## config.mk

```make
export PLATFORM = sky130hd
export DESIGN_NAME = lcdi_interp
export DESIGN_NICKNAME = d
export VERILOG_FILES = /design/src/rtl/lcdi_interp.sv
export SDC_FILE = /design/constraint.sdc
export NUM_CORES = 2
export LEC_CHECK = 0
export CAP_MARGIN = 10
export CORE_MARGIN = 2
export CORE_UTILIZATION = 69
export DETAILED_ROUTE_END_ITERATION = 8
export PLACE_DENSITY_LB_ADDON = 0.15
export SLEW_MARGIN = 20
export SYNTH_ARGS = -nofsm -noshare
export SYNTH_HDL_FRONTEND = slang
export SYNTH_SLANG_ARGS = --single-unit
export TNS_END_PERCENT = 20
```

## constraint.sdc

```tcl
create_clock -name clk -period 99.9 [get_ports clk]
set_input_delay 9.99 -clock clk [delete_from_list [all_inputs] [get_ports clk]]
set_output_delay 9.99 -clock clk [all_outputs]
set_load 0.05 [all_outputs]
```

## src/rtl/lcdi_interp.sv

```systemverilog
// Weighted-interpolation stage for the LCDI pipeline: per-class coefficient bank,
// three-stage multiply/accumulate with round-half-up and clamp to the pixel range.
module lcdi_interp #(
  parameter int DATA_WIDTH = 8,
  parameter int COEF_WIDTH = 8,
  parameter int IDX_WIDTH  = 7,
  parameter int NUM_CLASS  = 81
) (
  input  logic                    clk,
  input  logic                    rst,
  input  logic                    in_valid,
  input  logic [IDX_WIDTH-1:0]    index_in,
  input  logic [DATA_WIDTH-1:0]   data0_in,
  input  logic [DATA_WIDTH-1:0]   data1_in,
  input  logic [DATA_WIDTH-1:0]   data2_in,
  input  logic                    coef_we,
  input  logic [IDX_WIDTH-1:0]    coef_addr,
  input  logic [3*COEF_WIDTH-1:0] coef_wdata,
  output logic                    out_valid,
  output logic [DATA_WIDTH-1:0]   pix_out,
  output logic                    idx_err
);

  localparam int PW = COEF_WIDTH + DATA_WIDTH + 1;
  localparam int SW = PW + 2;
  localparam int WW = 3 * COEF_WIDTH;
  localparam logic [WW-1:0] IDENT = {COEF_WIDTH'(0), COEF_WIDTH'(64), COEF_WIDTH'(0)};
  localparam logic [IDX_WIDTH:0] NCLS = (IDX_WIDTH + 1)'(NUM_CLASS);
  localparam logic signed [SW-1:0] PIX_MAX = SW'((1 << DATA_WIDTH) - 1);

  logic [WW-1:0] bank [NUM_CLASS];
  logic          wr_ok;
  logic          rd_ok;
  logic [WW-1:0] sel_w;

  logic                  v1;
  logic [DATA_WIDTH-1:0] d0_1, d1_1, d2_1;
  logic [WW-1:0]         w_1;

  logic                  v2;
  logic signed [PW-1:0]  p0_2, p1_2, p2_2;

  logic signed [SW-1:0]  sum;
  logic signed [SW-1:0]  rnd;
  logic [DATA_WIDTH-1:0] pix_n;

  assign wr_ok = coef_we && ({1'b0, coef_addr} < NCLS);
  assign rd_ok = {1'b0, index_in} < NCLS;

  always_ff @(posedge clk or posedge rst) begin
    if (rst) begin
      for (int unsigned i = 0; i < NUM_CLASS; i++) bank[i] <= IDENT;
    end else if (wr_ok) begin
      bank[coef_addr] <= coef_wdata;
    end
  end

  // Read sees the bank before this edge's write, so a colliding sample gets the old weights.
  always_comb begin
    sel_w = IDENT;
    if (rd_ok) sel_w = bank[index_in];
  end

  always_ff @(posedge clk or posedge rst) begin
    if (rst) begin
      v1      <= 1'b0;
      d0_1    <= '0;
      d1_1    <= '0;
      d2_1    <= '0;
      w_1     <= '0;
      idx_err <= 1'b0;
    end else begin
      v1   <= in_valid;
      d0_1 <= data0_in;
      d1_1 <= data1_in;
      d2_1 <= data2_in;
      w_1  <= sel_w;
      if (in_valid && !rd_ok) idx_err <= 1'b1;
    end
  end

  always_ff @(posedge clk or posedge rst) begin
    if (rst) begin
      v2   <= 1'b0;
      p0_2 <= '0;
      p1_2 <= '0;
      p2_2 <= '0;
    end else begin
      v2   <= v1;
      p0_2 <= PW'($signed(w_1[0*COEF_WIDTH +: COEF_WIDTH])) * PW'($signed({1'b0, d0_1}));
      p1_2 <= PW'($signed(w_1[1*COEF_WIDTH +: COEF_WIDTH])) * PW'($signed({1'b0, d1_1}));
      p2_2 <= PW'($signed(w_1[2*COEF_WIDTH +: COEF_WIDTH])) * PW'($signed({1'b0, d2_1}));
    end
  end

  always_comb begin
    sum   = SW'(p0_2) + SW'(p1_2) + SW'(p2_2) + SW'(32);
    rnd   = sum >>> 6;
    pix_n = rnd[DATA_WIDTH-1:0];
    if (rnd[SW-1])          pix_n = '0;
    else if (rnd > PIX_MAX) pix_n = '1;
  end

  always_ff @(posedge clk or posedge rst) begin
    if (rst) begin
      out_valid <= 1'b0;
      pix_out   <= '0;
    end else begin
      out_valid <= v2;
      if (v2) pix_out <= pix_n;
    end
  end

endmodule

```

==> results.toml <==
[worst_hold_path]
hp-start = "v1$_DFF_PP0_"
worstHoldPathType = "reg2reg"
hold_path_end = "v2$_DFF_PP0_"
whs_path_depth = 0

[grt]
first_global_vias = 59487
antenna_found_initial = 13
grt_pass1_wl_mm = 371
grt-ovfl-total = 0
grt_util_all_layers = 0.342
grt_start_max_net_pins = 180

[floorplanning]
rows = 138
die_w_microns = 382
dieArea_sq_um = 146000
ioPinCount = 76
start_util = 0.696
die_y_microns = 382
core_sq_um = 142000

[drt]
routedWlPerCell_microns = 29.1
dr.pass1.iters = 6
drc = 0
num_vias = 55242
viasPerCell = 6.68
wl_mm = 241
ant_nets = 0
drtIter0Drc = 4240

[placement]
io_buffers = 75
place_inst = 7889
postPlaceCellArea_sq_um = 101000
dp_hpwl_mm = 138
place_congestion = 0.846

[power]
seq_power_share = 0.485
p_sw_frac = 0.247
p_leak_nw = 51.8
p_clk_frac = 0.409
p_int_mw = 1.42
powerDensity_nw_per_um2 = 17.5
max-vdd-ir-drop_mv = 0.0159
p_comb_frac = 0.106
switching_power_mw = 0.467

[cells_and_area]
nNetsFinal = 6560
final_common_cell = "dfrtp_1"
drive_gt1_frac = 0.505
mostFrequentLayoutCells = "1974 x dfrtp_1, 1946 x mux2_2, 623 x mux4_2"
areaGrowthSynthToFinish_pct = 9.35
utilization = 0.761
fin_cells = 8274
final_cell_area_sq_um = 108000

[clock_tree]
clk_latency_ps = 840
clock_sinks = 2055
ctsLongestPathBuffers = 3
cts_tree = "done"
cts_buffers = 204
cts_root_buf = "clkbuf_16"
clk_pin_slew_ps = 70
cts_resized = 0
htreeDepth = 4
cts_hold_buf = 0
post_cts_buffers = 0

[worst_setup_path]
critical_path_class = "in2reg"
end_kind = "flip-flop"
cp_data_required_time_ps = 100570
regToRegEndpoint = "p0_2[16]$_DFF_PP0_"
critPathSlowestCell = "buf_4"
ff2ff_path_depth = 16
crit_chain = "buf_8 > buf_4 > buf_4 > buf_4 > mux4_2 > mux4_2 > mux4_2 > nand2b_1 > o21ai_1"
setup.worst_path.start_class = "primary input"
regToRegSetupSlack_ps = 94820
worstReg2RegStart = "w_1[7]$_DFF_PP0_"
critPathMaxFanout = 62
crit_path_max_incr_delay_ps = 860
cp_data_arrival_time_ps = 15000

[job]
maxCapViolCount = 0

[synth]
netlist.area_leader.share = 0.502
synth_area_leader_cell = "dfrtp_1"
synth_edf_count = 0
synth.area.top_cells = "dfrtp_1 50%, mux2_2 22%, mux4_2 14%"
yosysUniqueCellTypes = 50
ys_seq_elements = 2055
netlist_area_sq_um = 98500
syn_inst = 6315
avgSynthCellArea_sq_um = 15.6
synth_ff_type = "dfrtp_1"
syn-num-nets = 6669
async_reset_ff_frac = 1.00
yosys_warnings = 0
ys_seq_area_frac = 0.523

[sta]
slew_violations = 0
setup_viol = 0
tightest_slew_ps = 1220
period_needed_ps = 14330
fin_setup_tns_ps = 0
slew-limit-headroom = 0.187
rsz0062_at_grt = "false"
fin_skew_ps = 33.6
holdWs_ps = 497
layout_worst_path_cycle_share = 0.143
max_freq_mhz = 69.8
final_hold_viol_count = 0

[outcome]
status = "completed"
## power groups by stage
stage	logic (mW)	registers, mW	clock network, mW
floorplan	0.146	0.930	0
global placement	0.193	0.927	0
detailed placement	0.200	0.930	0
CTS	0.201	0.915	0.781
global route	0.218	0.921	0.816
finish	0.200	0.916	0.773
## through the flow
| step | setup WS, ps | total power [mW] |
|---|---|---|
| final | 85570 | 1.89 |
| after global routing | 85100 | 1.96 |
| after CTS | 85340 | 1.90 |
| after detailed placement | 84500 | 1.13 |
| after global placement | 84530 | 1.12 |
| after floorplan | 32000 | 1.08 |
## layer usage
layer,track usage,up-vias,share of wire
met5,0,-,0.00045
met4,0.113,16,0.037
met3,0.0635,514,0.069
met2,0.553,1764,0.49
met1,0.476,30201,0.41
li1,-,22747,-
## cell type report
class,count,area (sq um)
well taps,1890,2360
multi-input cells,3473,44100
clock inverters,82,880
diodes,5,12.5
flip-flops and latches,2055,51500
fillers,8321,33900
inverters,246,931
repair buffers,226,1960
clock buffers,297,5920
## critical path: cells and delay by family
kind | cells | cell delay [ps]
simple gates | 1 | 130
buf+inv | 4 | 2990
mux | 3 | 1750
compound gates | 1 | 80
## kinds of logic (layout without fill, tap and decap cells)
logic type / after synthesis / in the layout / share of synthesized area
multiplexers: 2569 / 2569 / 0.365
flip-flops: 2055 / 2055 / 0.523
buffers and inverters: 787 / 851 / 0.0312
AND/OR/NAND/NOR: 429 / 429 / 0.0209
adder cells (fa/ha/maj): 288 / 288 / 0.0463
AO/OA/AOI/OAI: 141 / 141 / 0.00949
XOR/XNOR: 46 / 46 / 0.00409
other: 0 / 5 / 0
## registers in the layout, summed over array words and instances, names as in the netlist
register,cells
d2_1,8
v1,1
d0_1,8
d1_1,8
w_1,24
out_valid,1
p2_2,17
p0_2,17
v2,1
p1_2,17
idx_err,1
pix_out,8
bank,1944
## synth_stat cells (10+ instances only)
| cell | count |
|---|---|
| nor2_1 | 76 |
| buf_2 | 56 |
| nand2_1 | 166 |
| xor2_1 | 11 |
| nand3_1 | 19 |
| dfrtp_1 | 1974 |
| buf_1 | 63 |
| xnor2_1 | 35 |
| mux4_2 | 623 |
| o21ai_1 | 27 |
| ha_1 | 161 |
| nor2b_1 | 10 |
| inv_1 | 245 |
| dfstp_2 | 81 |
| nand2b_1 | 46 |
| a22oi_1 | 23 |
| fa_1 | 127 |
| a21oi_1 | 32 |
| clkbuf_1 | 414 |
| and2_1 | 80 |
| mux2_2 | 1946 |
| nor3_1 | 16 |
| o21ai_0 | 14 |
## worst max path at each step
stage / from / end / slack, ps / depth (start not counted)
finish: index_in[0] / w_1[12]$_DFF_PP0_ / 85570 / 9
global route: index_in[0] / w_1[12]$_DFF_PP0_ / 85100 / 9
CTS: index_in[0] / w_1[12]$_DFF_PP0_ / 85340 / 9
detailed placement: index_in[0] / w_1[12]$_DFF_PP0_ / 84500 / 9
floorplan: rst / bank[0]$_DFFE_PP0P_ / 32000 / 1
global placement: index_in[0] / w_1[12]$_DFF_PP0_ / 84530 / 9
Power figures use the tool's default switching activity.
